===== config.mk =====
export PLATFORM = sky130hd
export DESIGN_NAME = serial_adder_ctrl
export DESIGN_NICKNAME = d
export VERILOG_FILES = /design/src/rtl/serial_adder_ctrl_pkg.sv /design/src/rtl/serial_adder_ctrl_halfadder.sv /design/src/rtl/serial_adder_ctrl.sv
export SDC_FILE = /design/constraint.sdc
export NUM_CORES = 1
export LEC_CHECK = 0
export CAP_MARGIN = 20
export CORE_ASPECT_RATIO = 1.4
export CORE_MARGIN = 1.5
export CORE_UTILIZATION = 40
export DETAILED_ROUTE_END_ITERATION = 7
export SYNTH_ARGS = -nofsm -noshare
export SYNTH_HDL_FRONTEND = slang
export SYNTH_HIERARCHICAL = 1
export SYNTH_SLANG_ARGS = --single-unit

===== constraint.sdc =====
create_clock -name clk -period 2.7 [get_ports clk]
set_input_delay 0.675 -clock clk [delete_from_list [all_inputs] [get_ports clk]]
set_output_delay 0.675 -clock clk [all_outputs]
set_load 0.05 [all_outputs]

===== src/rtl/serial_adder_ctrl_pkg.sv =====
// Shared types and helpers for the serial adder controller.
// Holds the state encoding and the index-width sizing rule.
`timescale 1ns/1ps
package serial_adder_ctrl_pkg;

  typedef enum logic [1:0] {
    S_IDLE = 2'd0,
    S_P1   = 2'd1,
    S_P2   = 2'd2,
    S_DONE = 2'd3
  } state_e;

  // A one-bit adder still needs a one-bit index, so clamp at 1.
  function automatic int idxWidth(input int width);
    return (width > 1) ? $clog2(width) : 1;
  endfunction

endpackage


===== src/rtl/serial_adder_ctrl_halfadder.sv =====
// Single-bit half adder shared by both passes of the serial adder.
`timescale 1ns/1ps
module halfadder (
  input  logic a,
  input  logic b,
  output logic sum,
  output logic carry
);

  assign sum   = a ^ b;
  assign carry = a & b;

endmodule


===== src/rtl/serial_adder_ctrl.sv =====
// Multi-cycle unsigned adder that reuses one half adder twice per bit:
// pass 1 forms a^b / a&b, pass 2 folds in the running carry.
`timescale 1ns/1ps
module serial_adder_ctrl
  import serial_adder_ctrl_pkg::*;
#(
  parameter int WIDTH = 4
) (
  input  logic             clk,
  input  logic             rst,
  input  logic             start,
  input  logic [WIDTH-1:0] a,
  input  logic [WIDTH-1:0] b,
  output logic             busy,
  output logic             done,
  output logic [WIDTH-1:0] sum,
  output logic             cout
);

  localparam int IdxW = idxWidth(WIDTH);
  localparam logic [IdxW-1:0] LastIdx = IdxW'(WIDTH - 1);

  state_e           state_q;
  logic [WIDTH-1:0] opA_q;
  logic [WIDTH-1:0] opB_q;
  logic [IdxW-1:0]  idx_q;
  logic             carry_q;
  logic             s1_q;
  logic             c1_q;
  logic [WIDTH-1:0] sum_q;
  logic             cout_q;
  logic             busy_q;
  logic             done_q;

  logic haA_d;
  logic haB_d;
  logic haSum;
  logic haCarry;

  // Input mux for the shared half adder; parked at zero outside P1/P2.
  always_comb begin
    haA_d = 1'b0;
    haB_d = 1'b0;
    case (state_q)
      S_P1: begin
        haA_d = opA_q[idx_q];
        haB_d = opB_q[idx_q];
      end
      S_P2: begin
        haA_d = s1_q;
        haB_d = carry_q;
      end
      default: ;
    endcase
  end

  halfadder u_halfadder (
    .a     (haA_d),
    .b     (haB_d),
    .sum   (haSum),
    .carry (haCarry)
  );

  always_ff @(posedge clk) begin
    if (rst) begin
      state_q <= S_IDLE;
      opA_q   <= '0;
      opB_q   <= '0;
      idx_q   <= '0;
      carry_q <= 1'b0;
      s1_q    <= 1'b0;
      c1_q    <= 1'b0;
      sum_q   <= '0;
      cout_q  <= 1'b0;
      busy_q  <= 1'b0;
      done_q  <= 1'b0;
    end else begin
      case (state_q)
        S_IDLE: begin
          if (start) begin
            opA_q   <= a;
            opB_q   <= b;
            idx_q   <= '0;
            carry_q <= 1'b0;
            sum_q   <= '0;
            busy_q  <= 1'b1;
            state_q <= S_P1;
          end
        end
        S_P1: begin
          s1_q    <= haSum;
          c1_q    <= haCarry;
          state_q <= S_P2;
        end
        S_P2: begin
          sum_q[idx_q] <= haSum;
          carry_q      <= c1_q | haCarry;
          // The two half-adder carries can never both be set, so OR is exact.
          if (idx_q == LastIdx) begin
            cout_q  <= c1_q | haCarry;
            busy_q  <= 1'b0;
            done_q  <= 1'b1;
            state_q <= S_DONE;
          end else begin
            idx_q   <= idx_q + IdxW'(1);
            state_q <= S_P1;
          end
        end
        S_DONE: begin
          done_q  <= 1'b0;
          state_q <= S_IDLE;
        end
      endcase
    end
  end

  assign busy = busy_q;
  assign done = done_q;
  assign sum  = sum_q;
  assign cout = cout_q;

endmodule

==> metrics.txt <==
# TYPE chip_impl_metric gauge
chip_impl_metric{name="period_share",unit="%"} 82.4
chip_impl_metric{name="vdd_ir_drop_max",unit="V"} 0.000286
chip_impl_metric{name="syn_nets",unit=""} 151
chip_impl_info{name="crit_slowest_cell",value="sky130_fd_sc_hd__dfxtp_1"} 1
chip_impl_metric{name="synthesis.instances",unit=""} 129
chip_impl_metric{name="grt_first_pass_wirelength",unit="mm"} 4.33
chip_impl_metric{name="synth_warnings",unit=""} 6
chip_impl_metric{name="numPortBuffers",unit=""} 17
chip_impl_metric{name="power_leakage",unit="uW"} 0.000494
chip_impl_metric{name="timing_hold_violations_final",unit=""} 0
chip_impl_info{name="path_class",value="reg2reg"} 1
chip_impl_info{name="worst_setup_ep_type",value="flop"} 1
chip_impl_metric{name="pwr_density_cell",unit="nW/um^2"} 505
chip_impl_metric{name="worst-r2r-setup-slack",unit="ns"} 0.47
chip_impl_metric{name="detailedRoute.firstPassIterationCount",unit=""} 4
chip_impl_info{name="final_common_cell",value="sky130_fd_sc_hd__dfxtp_1"} 1
chip_impl_metric{name="largest_net_degree_at_the_start_of_global_routing",unit=""} 14
chip_impl_metric{name="gr-usage-all-layers",unit="%"} 17.4
chip_impl_metric{name="wl",unit="mm"} 2.54
chip_impl_info{name="most-common-layout-cells",value="22 x sky130_fd_sc_hd__dfxtp_1, 17 x sky130_fd_sc_hd__clkdlybuf4s50_1, 12 x sky130_fd_sc_hd__nand2_1"} 1
chip_impl_metric{name="antenna_cells",unit=""} 0
chip_impl_metric{name="number_of_enable_flip_flop_cells_after_synthesis",unit=""} 0
chip_impl_metric{name="synth.cell_area",unit="um^2"} 1150
chip_impl_metric{name="worstSkewPairLatency",unit="ns"} 0.32
chip_impl_metric{name="dp_slack",unit="ns"} 0.440
chip_impl_metric{name="cts_setup_buffers",unit=""} 0
chip_impl_metric{name="route.detailed.drc",unit=""} 0
chip_impl_metric{name="hpwlAfterDp",unit="mm"} 1.94
chip_impl_metric{name="yosys.area_share.simple",unit="%"} 19.5
chip_impl_metric{name="numClockSinks",unit=""} 22
chip_impl_metric{name="seq_area_frac_synth",unit="%"} 38.2
chip_impl_metric{name="critical_path_arrival",unit="ns"} 2.49
chip_impl_metric{name="overall_die_height",unit="um"} 66.5
chip_impl_metric{name="multi_input_comb_area",unit="um^2"} 662
chip_impl_info{name="ctsRootBufferMaster",value="sky130_fd_sc_hd__clkbuf_4"} 1
chip_impl_metric{name="setup_tns",unit="ns"} 0
chip_impl_metric{name="first_global_vias",unit=""} 985
chip_impl_metric{name="grt_remaining_overflow",unit=""} 0
chip_impl_info{name="timing.critical_path.cells",value="inv_1 -> ha_1 -> nand2_1 -> nor3_1 -> a311o_1 -> ha_1 -> nor3b_2 -> a32o_1"} 1
chip_impl_metric{name="violation_count_after_the_first_detailed_routing_iteration",unit=""} 18
chip_impl_metric{name="critPathRequiredTime",unit="ns"} 2.96
chip_impl_metric{name="layout-drive-gt1-share",unit="%"} 6.85
chip_impl_info{name="synth_top_family_by_area",value="simple AND/OR/NAND/NOR gates"} 1
chip_impl_metric{name="gpl.final_weighted_congestion",unit=""} 0.806
chip_impl_info{name="rsz_0062_raised_after_global_routing",value="no"} 1
chip_impl_metric{name="fin_nets",unit=""} 170
chip_impl_metric{name="avgRoutedWirePerCell",unit="um"} 13.9
chip_impl_info{name="outcome",value="finished, final reports clean"} 1
chip_impl_metric{name="skew",unit="ns"} 0.00720
chip_impl_metric{name="ioPinCount",unit=""} 18
chip_impl_metric{name="period_needed",unit="ns"} 2.23
chip_impl_metric{name="path_clk_slew",unit="ns"} 0.12
chip_impl_metric{name="cts_inserted_buffers",unit=""} 3
chip_impl_metric{name="relSlewSlack",unit="%"} 66.4
chip_impl_metric{name="setup_viol",unit=""} 0
chip_impl_metric{name="floorplan.die_area",unit="um^2"} 3220
chip_impl_metric{name="ctsResizeCount",unit=""} 0
chip_impl_metric{name="filler_cell_count",unit=""} 269
chip_impl_info{name="type_of_origin_of_the_critical_path",value="flop"} 1
chip_impl_metric{name="tightestPinTransition",unit="ns"} 0.504
chip_impl_metric{name="multiplexer_fraction_of_the_synthesized_cell_area",unit="%"} 7.38
chip_impl_info{name="cpMostUsedCell",value="sky130_fd_sc_hd__ha_1"} 1
chip_impl_metric{name="ys_seq_elements",unit=""} 22
chip_impl_metric{name="fp.coreArea",unit="um^2"} 2670
chip_impl_metric{name="area.growth.synth_to_final",unit="%"} 19.9
chip_impl_info{name="crit_family",value="adder cells"} 1
chip_impl_metric{name="synthesized_area_per_cell",unit="um^2"} 8.93
chip_impl_metric{name="synthAdderAreaFrac",unit="%"} 11.9
chip_impl_metric{name="max_freq",unit="MHz"} 449
chip_impl_metric{name="timing_max_transition_violations_final",unit=""} 0
chip_impl_metric{name="post-route-worst-setup-slack",unit="ns"} 0.474
chip_impl_metric{name="die_w",unit="um"} 48.4
chip_impl_info{name="timing.hold.worst.class",value="reg2reg"} 1
chip_impl_metric{name="num_vias",unit=""} 979
chip_impl_metric{name="ys_types",unit=""} 28
chip_impl_metric{name="drt-vias-per-instance",unit=""} 5.38
chip_impl_metric{name="cts.path.max_buffers",unit=""} 2
chip_impl_info{name="cts_tree",value="done"} 1
chip_impl_metric{name="cts_hold_buf",unit=""} 0
chip_impl_metric{name="htree_levels",unit=""} 1
chip_impl_metric{name="critical_path.max_fanout",unit=""} 5
chip_impl_metric{name="row_count",unit=""} 22
chip_impl_metric{name="final-seq-area",unit="um^2"} 440
chip_impl_metric{name="max-cap-violations",unit=""} 0
chip_impl_metric{name="initial_antenna_violation_count",unit=""} 0
chip_impl_metric{name="timing.critical_path.slowest_cell_delay",unit="ns"} 0.41
chip_impl_metric{name="critical_path_buf_inv_count",unit=""} 1
chip_impl_info{name="synth_top_flop_cell",value="sky130_fd_sc_hd__dfxtp_1"} 1
chip_impl_metric{name="synth_area_in_compound_gates",unit="%"} 18.6
chip_impl_metric{name="share_of_flip_flops_with_an_asynchronous_set_or_reset",unit="%"} 0
chip_impl_metric{name="start_util",unit="%"} 43.2
chip_impl_metric{name="synthesized_area_fraction_occupied_by_xor_and_xnor_cells",unit="%"} 0
chip_impl_metric{name="antenna_left",unit=""} 0
## cells by family (layout without fill, tap and decap cells)
family,after synthesis,after routing
flip-flops,22,22
AO/OA/AOI/OAI,31,31
buffers and inverters,12,29
AND/OR/NAND/NOR,45,45
adder cells (fa/ha/maj),11,11
multiplexers,8,8
## worst register-to-register path, stage by stage, from the launching register on
cell	delay (ns)
sky130_fd_sc_hd__dfxtp_1	0.41
sky130_fd_sc_hd__inv_1	0.13
sky130_fd_sc_hd__ha_1	0.36
sky130_fd_sc_hd__nand2_1	0.10
sky130_fd_sc_hd__nor3_1	0.06
sky130_fd_sc_hd__a311o_1	0.34
sky130_fd_sc_hd__ha_1	0.30
sky130_fd_sc_hd__nor3b_2	0.30
sky130_fd_sc_hd__a32o_1	0.18
## worst paths after layout
check | from | end | cells after the start
max reg2reg | state_q[0] | sum[1] | 8
max | state_q[0] | sum[1] | 8
min reg2reg | opA_q[2] | opA_q[2] | 2
min | opA_q[2] | opA_q[2] | 2
## flip-flops by register name, indices dropped and copies added (netlist names)
signal and cells:
opA_q 4, done 1, s1_q 1, carry_q 1
opB_q 4, sum 4, state_q 2, busy 1
idx_q 2, c1_q 1, cout 1
## layout make-up
type                            count  share of cell area, %
Sequential cell                    22                   31.9
Timing Repair Buffer               19                   13.4
Inverter                            7                   1.90
Clock buffer                        3                   1.63
Multi-Input combinational cell     95                   47.9
Tap cell                           36                   3.26
## routing by layer
metal	GRT usage, %	vias up	part of all wire, %
met5	0	-	0
met3	2.47	9	3.1
met1	18.1	458	40
met2	33.7	23	54
met4	9.29	0	2.9
li1	-	489	-
## where the power goes
| part | switching (uW) | internal, uW |
|---|---|---|
| registers | 15.1 | 344 |
| clock network | 102 | 52.3 |
| logic | 108 | 74.5 |
## cells in the mapped netlist (2+ instances only)
master | instances | area share, %
sky130_fd_sc_hd__nor3_1 | 3 | 1.3
sky130_fd_sc_hd__inv_1 | 7 | 2.3
sky130_fd_sc_hd__nand2_1 | 12 | 3.9
sky130_fd_sc_hd__a311o_1 | 2 | 1.7
sky130_fd_sc_hd__nor2_1 | 8 | 2.6
sky130_fd_sc_hd__and2_1 | 3 | 1.6
sky130_fd_sc_hd__mux2i_1 | 7 | 6.1
sky130_fd_sc_hd__a21oi_1 | 11 | 4.8
sky130_fd_sc_hd__a32o_1 | 4 | 3.5
sky130_fd_sc_hd__o21ai_1 | 6 | 2.6
sky130_fd_sc_hd__a211oi_1 | 2 | 1.3
sky130_fd_sc_hd__nand3_1 | 11 | 4.8
sky130_fd_sc_hd__nand2b_1 | 4 | 2.2
sky130_fd_sc_hd__ha_1 | 11 | 12
sky130_fd_sc_hd__dfxtp_1 | 22 | 38
sky130_fd_sc_hd__buf_2 | 4 | 1.7
## per-stage QoR
stage	hold WS [ns]	instances	cell area, um^2	util [%]	total power (uW)
after floorplan	0.436	129	1150	-	498
after CTS	0.466	182	1380	51.7	699
after detailed placement	0.449	179	1360	50.9	549
final	0.466	182	1380	51.7	697
after global placement	0.443	179	1360	50.9	544
after global routing	0.494	182	1380	51.7	738
Note: power is estimated with default switching activity, not from simulation.
